File: src/rtl/wb_master_bridge.sv
// -----------------------------------------------------------------------------
// wb_master_bridge
//   Bridges a core valid/ack memory port onto a Wishbone B4 classic master.
//   All bus outputs come straight from flops. Bus errors are reported to the
//   core as an ack+err pulse. A watchdog does the same when a cycle hangs.
//   Use one instance per core port: the ibus with WR_EN=0, the dbus with WR_EN=1.
//
// Ports
//   wb_clk_i, wb_rst_i       clock and synchronous active-high reset
//   core_valid_i .. _we_i    core request, held by the core until core_ack_o
//   core_data_o              read data, valid while core_ack_o is high
//   core_ack_o / core_err_o  one-cycle completion pulse / error qualifier
//   wb_*_o / wb_*_i          Wishbone classic master interface
//   busy_o                   high while a bus cycle is outstanding
// -----------------------------------------------------------------------------
module wb_master_bridge #(
    parameter int ADDR_W         = 32,
    parameter int DATA_W         = 32,
    parameter int WR_EN          = 1,
    parameter int TIMEOUT_CYCLES = 256
) (
    input  logic                wb_clk_i,
    input  logic                wb_rst_i,
    input  logic                core_valid_i,
    input  logic [ADDR_W-1:0]   core_addr_i,
    input  logic [DATA_W-1:0]   core_data_i,
    input  logic [DATA_W/8-1:0] core_sel_i,
    input  logic                core_we_i,
    output logic [DATA_W-1:0]   core_data_o,
    output logic                core_ack_o,
    output logic                core_err_o,
    output logic [ADDR_W-1:0]   wb_adr_o,
    output logic [DATA_W-1:0]   wb_dat_o,
    input  logic [DATA_W-1:0]   wb_dat_i,
    output logic                wb_we_o,
    output logic [DATA_W/8-1:0] wb_sel_o,
    output logic                wb_stb_o,
    output logic                wb_cyc_o,
    input  logic                wb_ack_i,
    input  logic                wb_err_i,
    output logic                busy_o
);

    localparam int SEL_W = DATA_W / 8;
    // A width of at least 1 keeps the timer legal when the watchdog is disabled.
    localparam int TMR_W = (TIMEOUT_CYCLES > 0) ? $clog2(TIMEOUT_CYCLES + 1) : 1;
    localparam logic [TMR_W-1:0] TMR_LAST = TMR_W'((TIMEOUT_CYCLES > 0) ? (TIMEOUT_CYCLES - 1) : 0);
    localparam logic [TMR_W-1:0] TMR_MAX  = {TMR_W{1'b1}};
    localparam logic TMO_EN = (TIMEOUT_CYCLES > 0) ? 1'b1 : 1'b0;
    localparam logic WE_EN  = (WR_EN != 0) ? 1'b1 : 1'b0;

    typedef enum logic [0:0] {
        ST_IDLE = 1'b0,
        ST_BUS  = 1'b1
    } state_t;

    state_t              state_q,  state_d;
    logic [TMR_W-1:0]    timer_q,  timer_d;
    logic [ADDR_W-1:0]   adr_q,    adr_d;
    logic [DATA_W-1:0]   wdat_q,   wdat_d;
    logic [SEL_W-1:0]    sel_q,    sel_d;
    logic                we_q,     we_d;
    logic                cyc_q,    cyc_d;
    logic                ack_q,    ack_d;
    logic                err_q,    err_d;
    logic [DATA_W-1:0]   rdata_q,  rdata_d;
    logic                timeout_s;

    // The watchdog fires on the last allowed bus cycle without a slave response.
    assign timeout_s = TMO_EN & (timer_q == TMR_LAST);

    // Next-state and next-output computation for the two-state bridge FSM.
    always_comb begin
        state_d = state_q;
        timer_d = timer_q;
        adr_d   = adr_q;
        wdat_d  = wdat_q;
        sel_d   = sel_q;
        we_d    = we_q;
        cyc_d   = cyc_q;
        ack_d   = 1'b0;
        err_d   = 1'b0;
        rdata_d = rdata_q;
        case (state_q)
            ST_IDLE: begin
                // ack_q gating drops the stale valid that the core still holds
                // during its ack cycle.
                if (core_valid_i && !ack_q) begin
                    adr_d   = core_addr_i;
                    wdat_d  = core_data_i;
                    sel_d   = core_sel_i;
                    we_d    = WE_EN & core_we_i;
                    cyc_d   = 1'b1;
                    timer_d = {TMR_W{1'b0}};
                    state_d = ST_BUS;
                end else begin
                    state_d = ST_IDLE;
                end
            end
            ST_BUS: begin
                if (timer_q != TMR_MAX) begin
                    timer_d = timer_q + TMR_W'(1);
                end else begin
                    timer_d = timer_q;
                end
                // Priority order: error, then ack, then watchdog.
                if (wb_err_i) begin
                    ack_d   = 1'b1;
                    err_d   = 1'b1;
                    rdata_d = {DATA_W{1'b0}};
                    cyc_d   = 1'b0;
                    state_d = ST_IDLE;
                end else if (wb_ack_i) begin
                    ack_d   = 1'b1;
                    rdata_d = wb_dat_i;
                    cyc_d   = 1'b0;
                    state_d = ST_IDLE;
                end else if (timeout_s) begin
                    ack_d   = 1'b1;
                    err_d   = 1'b1;
                    rdata_d = {DATA_W{1'b0}};
                    cyc_d   = 1'b0;
                    state_d = ST_IDLE;
                end else begin
                    state_d = ST_BUS;
                end
            end
            default: begin
                cyc_d   = 1'b0;
                state_d = ST_IDLE;
            end
        endcase
    end

    // State and output registers; reset clears everything, including an open cycle.
    always_ff @(posedge wb_clk_i) begin
        if (wb_rst_i) begin
            state_q <= ST_IDLE;
            timer_q <= {TMR_W{1'b0}};
            adr_q   <= {ADDR_W{1'b0}};
            wdat_q  <= {DATA_W{1'b0}};
            sel_q   <= {SEL_W{1'b0}};
            we_q    <= 1'b0;
            cyc_q   <= 1'b0;
            ack_q   <= 1'b0;
            err_q   <= 1'b0;
            rdata_q <= {DATA_W{1'b0}};
        end else begin
            state_q <= state_d;
            timer_q <= timer_d;
            adr_q   <= adr_d;
            wdat_q  <= wdat_d;
            sel_q   <= sel_d;
            we_q    <= we_d;
            cyc_q   <= cyc_d;
            ack_q   <= ack_d;
            err_q   <= err_d;
            rdata_q <= rdata_d;
        end
    end

    assign core_data_o = rdata_q;
    assign core_ack_o  = ack_q;
    assign core_err_o  = err_q;
    assign wb_adr_o    = adr_q;
    assign wb_dat_o    = wdat_q;
    assign wb_we_o     = we_q;
    assign wb_sel_o    = sel_q;
    assign wb_stb_o    = cyc_q;
    assign wb_cyc_o    = cyc_q;
    assign busy_o      = (state_q == ST_BUS);

endmodule

File: config.mk
export PLATFORM = sky130hd
export DESIGN_NAME = wb_master_bridge
export DESIGN_NICKNAME = d
export VERILOG_FILES = /design/src/rtl/wb_master_bridge.sv
export SDC_FILE = /design/constraint.sdc
export NUM_CORES = 1
export LEC_CHECK = 0
export ABC_CLOCK_PERIOD_IN_PS = 1860
export CORE_MARGIN = 2
export CORE_UTILIZATION = 35
export CTS_CLUSTER_SIZE = 16
export DETAILED_ROUTE_END_ITERATION = 7
export PLACE_DENSITY = 0.76
export SLEW_MARGIN = 20
export SYNTH_ARGS = -nofsm -noshare
export SYNTH_HDL_FRONTEND = slang
export SYNTH_SLANG_ARGS = --single-unit
File: constraint.sdc
create_clock -name wb_clk_i -period 1.86 [get_ports wb_clk_i]
set_input_delay 0.279 -clock wb_clk_i [delete_from_list [all_inputs] [get_ports wb_clk_i]]
set_output_delay 0.279 -clock wb_clk_i [all_outputs]
set_load 0.1 [all_outputs]
* After elaboration in Yosys (flattened, before gate mapping) *
Index checks and enable logic that the tools add are counted.

word-level totals
  register bits = 114
  bits in latches = 0
  bits in writable memories = 0
  bits in read-only memories = 0
  input port bits = 106
  output and inout port bits = 106
  word-level logic and storage cells = 46
  memories kept = 0

cells by class
  add/subtract/negate cells = 1
  $mul = 0
  divide/modulo/power cells = 0
  magnitude comparators = 0
  eq/ne operators = 5
  shifts and indexed selects = 0
  mux-type cells = 21
  bitwise operators = 1
  reduce and logical (&&, ||, !) cells = 8

operators with widths
  cell                   number
  $mux W32               3
  $mux W9                2
  $pmux W9 S2            1
  $mux W1                13
  $add A9 B1 Y9 const B  1
  $eq A9 B8 Y1 const B   1
  $ne A9 B9 Y1 const B   1
  $reduce_and A2 Y1      4
  $ne A4 B3 Y1 const B   1
  $pmux W1 S2            2
  $reduce_bool A3 Y1     1
  $ne A2 B1 Y1 const B   1
  $ne A2 B2 Y1 const B   1
  $reduce_or A2 Y1       1
  $logic_and A1 B1 Y1    1
  $logic_not A1 Y1       1
  $not A1 Y1             1

* Logic depth before layout (Yosys ltp) *
  depth in word-level cells = 5
  gate-level depth with buffers = 8
  gate-level depth less buffers = 7

* Least setup slack after synthesis *
No wires, ideal clock.

  path kind = register to register
  from = register state_q, in the netlist busy_o
  to = register timer_q[6]
  setup time = 121 ps
  arrival time = 1,866 ps
  required time = 1,739 ps
  setup slack = -126 ps
  cell stages (with the launch flop) = 5
  buffers on the path = 1
  period minus slack after synthesis = 1,986 ps
  path through = dfxtp_1 buf_6 nand3b_1 or3_1 mux2_2

between the ends
  word-level cells in the longest chain between the ends = 3
  elaborated cells on any way between the ends = 5
  those cells by class = eq/ne (2); mux (1); bitwise (1); reduce/logical (1)

ends and longest elaborated chain
  item                                line  RTL
  start: declaration                  57    state_t state_q, state_d;
  start signal: assignment            149   state_q <= state_d;
  $not A1 Y1 (no source line)         n/a
  $ne A2 B2 Y1 (no source line)       n/a
  $reduce_and A2 Y1 (no source line)  n/a
  end signal: assignment              139   timer_q <= {TMR_W{1'b0}};
  end signal: assignment              150   timer_q <= timer_d;
  end: declaration                    58    logic [TMR_W-1:0] timer_q, timer_d;

Parallel ways exist; a longest one is shown, timed or not.
A chain may end at the register's enable or synchronous reset.

* Final worst setup path *
  from = register timer_q[0]
  to = register timer_q[7]

between the ends
  word-level cells in the longest chain between the ends = 3
  elaborated cells on any way between the ends = 6
  those cells by class = add/sub (1); eq/ne (2); mux (2); reduce/logical (1)

ends and longest elaborated chain
  item                                                     line
  $add A9 B1 Y9 / $ne A9 B9 Y1 (equally long branches)     102, 101
  $mux W9 / $ne A2 B1 Y1 (equally long branches)           n/a
  $pmux W9 S2 / $reduce_and A2 Y1 (equally long branches)  n/a

Parallel ways exist; a longest one is shown, timed or not. The select of a mux whose other input is x is not followed.

==> impl_metrics.toml <==
[setup_path]
critPathRequiredTime_ns = 2.19
arrival_ns = 2.09
critPathCaptureType = "flop"
worstSetupPathType = "flop to flop"
critPathMaxFanout = 5
critPathLaunchType = "flop"

[die]
placement_rows = 38
chipWidth_um = 110.8
die-height_um = 110.8
start_util = 0.3632
ios = 212
die_area_um2 = 12270
design.core.area_um2 = 10980

[power_and_ir_drop]
max-vdd-ir-drop_mv = 0.5808
leakagePower_uw = 0.002798
pwr_density_cell_nw_per_um2 = 1134

[clock_network]
cts_tree = "yes"
root_buffer = "clkbuf_16"
clock-sinks = 114
clkTransAtPathRegs_ns = 0.05
cts_buffer_depth = 2
htree_levels = 4
clk_latency_ns = 0.40
cts_buffers = 17
cts_hold_buf = 0

[sta]
tightestPinTransition_ns = 0.4103
max-slew-margin-rel = 0.7264
finClkSkew_ns = 0.008734
fin_crit_sh = 0.9464
finalHoldViolCount = 0
slew_viol_final = 0
tns_ns = 0
worst_slack_ns = 0.09966
setup_viol = 0
timing.fmax_mhz = 568.1
period_minus_slack_ns = 1.760

[layout]
n_fill_cell = 940
post-route-util = 0.6100
final_layout_size_suffix_gt1_frac = 0.2567
diodes = 0
num-nets-final = 767
multi_input_area_um2 = 1539
area.growth.synth_to_final_pct = 67.97
final-seq-area_um2 = 2283
fin_area_um2 = 6700

[global_route]
grt_max_degree = 41
grt_pass1_vias = 3799
grtUsageTotal = 0.1793
overflow = 0
antenna_found_initial = 0
grt_pass1_wl_um = 17870

[synth]
syn_area_per_cell_um2 = 9.024
synth_cells = 442
synth_largest_area_cell = "dfxtp_1"
ys_seq_area_frac = 0.5721
yosys_warnings = 0
yosysTopAreaCellShare = 0.5721
synth.area.top_cells = "dfxtp_1 (57%), nand2_1 (13%), a21oi_1 (9.5%), a22o_1 (7.0%), buf_2 (1.8%)"
synth_flop_cell = "dfxtp_1"
ys_seq_elements = 114
syn_nets = 551
syn_area_um2 = 3989
ys_types = 30
synth_edf_count = 0
ys_top_cells_by_count = "nand2_1 (142), dfxtp_1 (114), a21oi_1 (76)"
async_flop_share = 0
synth.most_common_cell = "nand2_1"

[drt]
vias = 3857
drc = 0
post_drt_wl_per_cell_um = 13.64
wl_um = 11050
antenna_left = 0
dr.pass1.iters = 4
avgViaCountPerCell = 4.762
drt_iter0_drc = 289

[hold_path]
hold_class = "input port to flop"

[placement]
dp_hpwl_um = 7917
gp_congestion = 0.7712
placed_area_um2 = 6036
port_buffers = 211
dp_slack_ns = -0.005719

[run_status]
status = "complete, no violations"

[run]
drv_cap = 0
[critical path, cell delays in order (launching register included)]
cell and delay, ns:
dfxtp_1 0.31, ha_2 0.19, nand2_2 0.06, nor3_2 0.05
ha_2 0.21, nand4b_1 0.22, or4_4 0.54, a21oi_2 0.12
[path summary, 6_finish.rpt]
check,slack (ns),from,to,cells past startpoint
setup / recovery,0.1,timer_q[0],timer_q[7],7
hold / removal,0.34,wb_rst_i,core_ack_o,3
hold reg to reg,0.45,wb_dat_o[1],wb_dat_o[1],2
setup reg to reg,0.1,timer_q[0],timer_q[7],7
[metal layers]
metal | vias to the layer above | routed length [um] | GRT usage
met1 | 1766 | 4345 | 0.1891
li1 | 1919 | - | -
met3 | 27 | 842 | 0.07326
met2 | 145 | 5506 | 0.3039
met4 | 0 | 351 | 0.09917
met5 | - | 0 | 0
[flip-flops by register name, indices dropped and copies added (netlist names)]
name         flops
wb_sel_o         4
wb_we_o          1
wb_dat_o        32
timer_q          9
core_ack_o       1
core_err_o       1
wb_cyc_o         1
wb_adr_o        32
busy_o           1
core_data_o     32
[power by group]
part	switching, uW	internal [uW]
Combinational	1200	491
Sequential	76.0	2570
Clock	1060	2200
Total	2340	5260
[area by class of cell]
| class | count | area share |
|---|---|---|
| Sequential cell | 114 | 0.3408 |
| Timing Repair Buffer | 231 | 0.3109 |
| Multi-Input combinational cell | 290 | 0.2297 |
| Clock buffer | 22 | 0.07077 |
| Tap cell | 140 | 0.02614 |
| Clock inverter | 9 | 0.01942 |
| Inverter | 4 | 0.002241 |
[cells in the final DEF (no fill, tap or decap), drive strengths merged, types with 2 or more instances in the layout]
master         instances
nand2                142
buf                  127
dfxtp                114
clkdlybuf4s50        104
a21oi                 77
a22o                  32
clkbuf                22
or3                    5
inv                    4
clkinvlp               4
nand3                  3
o211ai                 3
o21a                   3
nor2                   3
bufinv                 3
nor3b                  3
ha                     3
nand3b                 2
nand2b                 2
nor2b                  2
clkinv                 2
nor3                   2
[through the flow]
step	std cells	power (uW)	hold slack (ns)
3_3_place_gp	776	4368	0.4433
6_report	810	7597	0.3353
4_1_cts	807	7682	0.3275
2_1_floorplan	442	3867	0.3964
5_1_grt	810	7883	0.3815
3_5_place_dp	776	4390	0.4482
[what timing repair did]
action / in CTS / in global routing
pin swaps: 0 / 6
gates cloned: 0 / 0
setup endpoints to repair: 5 / 40
endpoints found under the hold margin: 0 / 0
buffers inserted: 0 / 3
resized for setup: 1 / 10
[cell families after synthesis]
kind of cell | count (synthesis) | synth area share
and+or+nand+nor | 168 | 0.1753
adders and majority gates | 3 | 0.009411
muxes | 1 | 0.002823
AOI/OAI and AO/OA | 118 | 0.1870
DFF | 114 | 0.5721
buffers and inverters | 38 | 0.05332
(Power assumes the default switching activity.)
==> edit 1 (same settings) <==
The parameter `ADDR_W` goes from 32 to 24.
--- a/src/rtl/wb_master_bridge.sv
+++ b/src/rtl/wb_master_bridge.sv
@@ -16,3 +16,3 @@
 module wb_master_bridge #(
-    parameter int ADDR_W         = 32,
+    parameter int ADDR_W         = 24,
     parameter int DATA_W         = 32,
Ports: changed (resized core_addr_i and wb_adr_o); port bits go from 212 to 196. No check against the original RTL was run, so the function may have changed too.
==> edit 1 against the unedited design <==
  * Synthesized cell count decreased by 7.9%
  * Worst setup slack got worse by 80 ps
  * Sequential cell count shrank 8
  * Cell area shrank 12%
  * Wire length is 8.3% lower
  * Area after synthesis down 7.1%
  * Power is 29% lower
  * Critical path type unchanged
  * Critical endpoint is now core_data_o[20]
  * Largest cell class unchanged
==> edit 1: results (changes against the unedited design) <==
Final layout
The number of flip-flops and latches is 106 (-7.0%). The non-filler instance count after layout is 743 (-8.3%). The layout multi-input combinational cell count is 266 (-8.3%). The number of filler instances in the final layout is 948 (+0.85%). The fraction of final layout cells with drive strength greater than 1 was 0.250 (-0.00630). The clock tree cell share of total cell area was 0.0339 (-0.0563). The layout buffer count excluding clock buffers is 216 (-6.5%). The share of cell area taken by flip-flops and latches is 0.360 (+0.0187). The number of signal-net inverters in the final layout came to 4 (unchanged). The proportion of final cell area spent on non-clock buffers is 0.332 (+0.0206). The clock buffer count in the final layout came to 10 (-55%). The footprint of the multi-input gates is 0.00144 sq mm (-6.3%). The final net count was 704 (-8.2%).

Clock network
The clock buffer count from CTS is 9 (-8). The worst-case clock buffer depth came to 2 (unchanged). The clock edge transition at the registers on the reported setup and hold paths was 100 ps (+50 ps). The clock latency reported for the late side of the worst-skew pair is 370 ps (-30 ps).

CTS placed an instance of clkbuf_8 at the clock tree root. The level count of the clock H-tree is 3 (-1).

Place
The routability congestion estimate from global placement is 0.760 (-1.4%). The worst-case setup slack after placement was 3.02 ps (+8.74 ps). The half-perimeter wire length of the detailed placement result was 7.22 mm (-8.8%).

The total placed cells including tap cells was 722 (-7.0%). The count of input and output buffers is 195 (-7.6%).

Routing
The number of violations reported at the end of detailed-routing iteration 0 is 138 (-52%). The total wire length was 10.1 mm (-8.3%). The routed length on met3 was 906 microns (+7.6%).

The total iterations of the first detailed-routing run is 4 (unchanged). The routed length on met2 is 4.99 mm (-9.4%). The total via count in the routed design is 3529 (-8.5%). The total routed wire length on the met1 layer was 4.04 mm (-7.0%).

Pwr
The maximum vdd drop came to 0.467 mV (-20%). The leakage power is 0.00244 uW (-13%).

GRT
The global routing met2 resource utilization is 0.294 (-0.00953). The maximum number of pins on one net before global-route repair is 47 (+15%). The total global-route track usage is 0.173 (-0.00651).

The global-route wire length before repair was 15.9 mm (-11%). The met1 capacity usage during global routing is 0.195 (+0.00569). The via count of the first global-routing pass came to 3438 (-9.5%).

The routing usage on met3 is 0.0632 (-0.0100).

Logic synthesis
The post-synthesis share of cell area spent on full adders, half adders and majority gates was 0.0101 (+0.000718). Counting instances in the post-synthesis netlist gives the leading cell types as nand2_1, dfxtp_1, a21oi_1. The mux cell area share after synthesis was 0.00304 (+0.000215). After synthesis, the cell types taking the most area are dfxtp_1, nand2_1, a21oi_1. The sequential-to-total area share from yosys stat is 0.573 (about the same). The synthesized netlist net count is 508 (-7.8%). The compound-gate portion of the synthesized area is 0.190 (+0.00346). The average cell area after synthesis is 9.11 sq um (+0.90%). The total number of yosys warnings is 0 (unchanged). The distinct cell type count after synthesis is 30 (unchanged).

Timing
The worst setup skew after layout is 12.8 ps (+4.05 ps). The max-slew headroom at the worst pin is 0.686 (-0.0408).

Setup path
The endpoint arrival time on the critical path is 2160 ps (+70 ps). The maximum net fanout on the critical path is 9 (+4).

Run status
The run finished with clean final reports.

Hold path
The tightest min-delay check is of the in -> reg type.
edit 1: cell types whose count changed after synthesis, sizes merged:
| cell | before | now |
|---|---|---|
| buf | 23 | 24 |
| nand2 | 142 | 126 |
| clkbuf | 11 | 7 |
| dfxtp | 114 | 106 |
| a21oi | 77 | 69 |
edit 1: repair_timing:
item | 4_1_cts | 5_1_grt
setup endpoints to repair | 4 | 43
pin swaps | 0 | 4
setup buffers | 2 | 1
cloned | 0 | 3
gates resized for setup | 1 | 10
edit 1: worst paths after layout:
check / startpoint / endpoint / slack (ps) / depth (start not counted)
max: timer_q[1] / core_data_o[20] / 20 / 8
min: wb_rst_i / core_ack_o / 340 / 3
max reg2reg: timer_q[1] / core_data_o[20] / 20 / 8
min reg2reg: wb_dat_o[13] / wb_dat_o[13] / 460 / 2
edit 1: through the flow:
| step | TNS, ps | total power [uW] | utilization | cell area (sq um) |
|---|---|---|---|---|
| 2_1_floorplan | 0 | 3560 | - | 3710 |
| 3_3_place_gp | 0 | 4020 | 0.542 | 5590 |
| 3_5_place_dp | 0 | 4030 | 0.542 | 5590 |
| 4_1_cts | 0 | 5470 | 0.563 | 5810 |
| 5_1_grt | -1170 | 5670 | 0.573 | 5910 |
| 6_report | 0 | 5430 | 0.573 | 5910 |
edit 1: power by group:
| part | internal [uW] | switching [uW] | total, uW | leakage, uW |
|---|---|---|---|---|
| Sequential | 2380 | 62.5 | 2440 | 0.000866 |
| Combinational | 460 | 1100 | 1560 | 0.00148 |
| Clock | 658 | 764 | 1420 | 0.0000950 |
edit 1: critical path, cell delays in order, from the launching register on:
cell and delay [ps]:
dfxtp_2 350, ha_4 160, nand2_2 60, nor3_2 50, ha_2 190, or3_4 340, a21oi_4 270, clkbuf_16 220
a22o_1 140
==> edit 2 (same settings) <==
Without the edit above. Remove the register `err_q`: a continuous assignment takes its place, so the output `core_err_o` follows one clock earlier.
--- a/src/rtl/wb_master_bridge.sv
+++ b/src/rtl/wb_master_bridge.sv
@@ -145,3 +145,2 @@
             ack_q   <= 1'b0;
-            err_q   <= 1'b0;
             rdata_q <= {DATA_W{1'b0}};
@@ -156,3 +155,2 @@
             ack_q   <= ack_d;
-            err_q   <= err_d;
             rdata_q <= rdata_d;
@@ -160,2 +158,4 @@
     end
+
+    assign err_q = err_d;
 
Check against the original RTL: not equivalent (Yosys sat finds a counterexample within 4 cycles, from zero or initial values and one cycle with wb_rst_i high).
==> edit 2 against the unedited design <==
  * The run now ends with negative setup slack left
  * Worst setup slack got worse by 260 ps
  * Clock skew barely moved
  * Global-route usage shrank 0.20 points
  * Power is 5.5% higher
  * Sequential cell count shrank 1
  * Cell area is 2.2% higher
  * Core utilization shrank 0.27 points
  * Area after synthesis grew 0.28%
  * Wire length grew 0.64%
  * Critical path type is now reg -> out
  * Critical endpoint is now core_err_o
==> edit 2: results (changes against the unedited design) <==
Run status
The run finished, with violations left. The final reports fail on negative setup slack.

Setup path
The setup slack on the worst flop-to-flop path is 10 ps (-90 ps). The cell count of the worst reg-to-reg path is 9 (+2). The endpoint arrival time on the critical path is 1740 ps (-350 ps). The maximum net fanout on the critical path is 2 (-3). The largest stage delay on the critical path is 350 ps (-190 ps). The standard cell with the maximum stage delay on the critical path is dfxtp_2.

Timing
The worst-case setup margin in the final layout came to -161 ps (-261 ps). The number of setup violations in the final report came to 1 (+1). The worst-margin pin slew is 623 ps (+213 ps). The aggregate negative setup slack came to -161 ps (-161 ps). The final hold slack came to 279 ps (-56.0 ps).

The worst setup skew after layout is 8.98 ps (+0.241 ps).

Final layout
The number of filler instances in the final layout is 949 (+0.96%). The fraction of final layout cells with drive strength greater than 1 is 0.269 (+0.0125). The final net count is 772 (+0.65%).

Clock network
The number of gates resized after cts came to 13 (+12). The number of buffers inserted by post-CTS setup repair is 3 (+3).

Hold path
The cell count of the worst hold path is 2 (-1).

Logic synthesis
By area the synthesized netlist is led by dfxtp_1, nand2_1, a21oi_1.

GRT
The total global-route track usage is 0.177 (-0.00196). The maximum number of pins on one net before global-route repair is 60 (+46%). The via count of the first global-routing pass was 3970 (+4.5%).

The global-route wire length before repair is 18.1 mm (+1.2%).

Routing
The number of violations reported at the end of detailed-routing iteration 0 is 223 (-23%). The via count normalized by instance count came to 4.77 (about the same).

Place
The routability congestion estimate from global placement is 0.766 (-0.65%).
-- edit 2: cell types whose count changed after synthesis, moves of 3 or more --
cell / change
nor3b_1: -3
inv_1: -3
nand3_1: +3
buf_4: -3
buf_6: +4
nor2_1: -3
-- edit 2: layout make-up --
type                    count  area (sq um)  area share
multi-input cells         293          1590       0.233
well taps                 143           179      0.0261
repair buffers            237          2120       0.310
inverters                   1          3.75    0.000548
clock inverters            13           234      0.0342
flip-flops and latches    113          2270       0.332
clock buffers              19           443      0.0647
-- edit 2: per-stage QoR --
stage | power [uW] | cells | area, sq um | setup WS (ps)
after global placement | 4380 | 784 | 6090 | -21.2
final | 8020 | 819 | 6850 | -161
after global routing | 8290 | 819 | 6850 | -239
after detailed placement | 4400 | 784 | 6090 | -76.9
after CTS | 8100 | 819 | 6840 | -167
after floorplan | 3860 | 442 | 4010 | 13.7
-- edit 2: cells by family (layout without fill, tap and decap cells) --
logic type      Yosys count  count (layout)  share of synthesized area
compound gates          123             123                      0.196
buf+inv                  36             270                     0.0557
flops                   113             113                      0.566
simple gates            167             167                      0.174
fa+ha+maj                 3               3                    0.00938
-- edit 2: per-layer routing --
layer | part of all wire | GRT usage | vias up
li1 | - | - | 1947
met1 | 0.42 | 0.198 | 1795
met2 | 0.49 | 0.306 | 142
met3 | 0.072 | 0.0672 | 19
met4 | 0.018 | 0.0692 | 0
met5 | 0 | 0 | -
-- edit 2: power groups by stage --
stage               Clock [uW]  Sequential (uW)  Combinational [uW]
floorplan                    0             3520                 341
global placement             0             2660                1720
detailed placement           0             2670                1730
CTS                       3750             2620                1740
global route              3860             2630                1800
finish                    3670             2620                1730
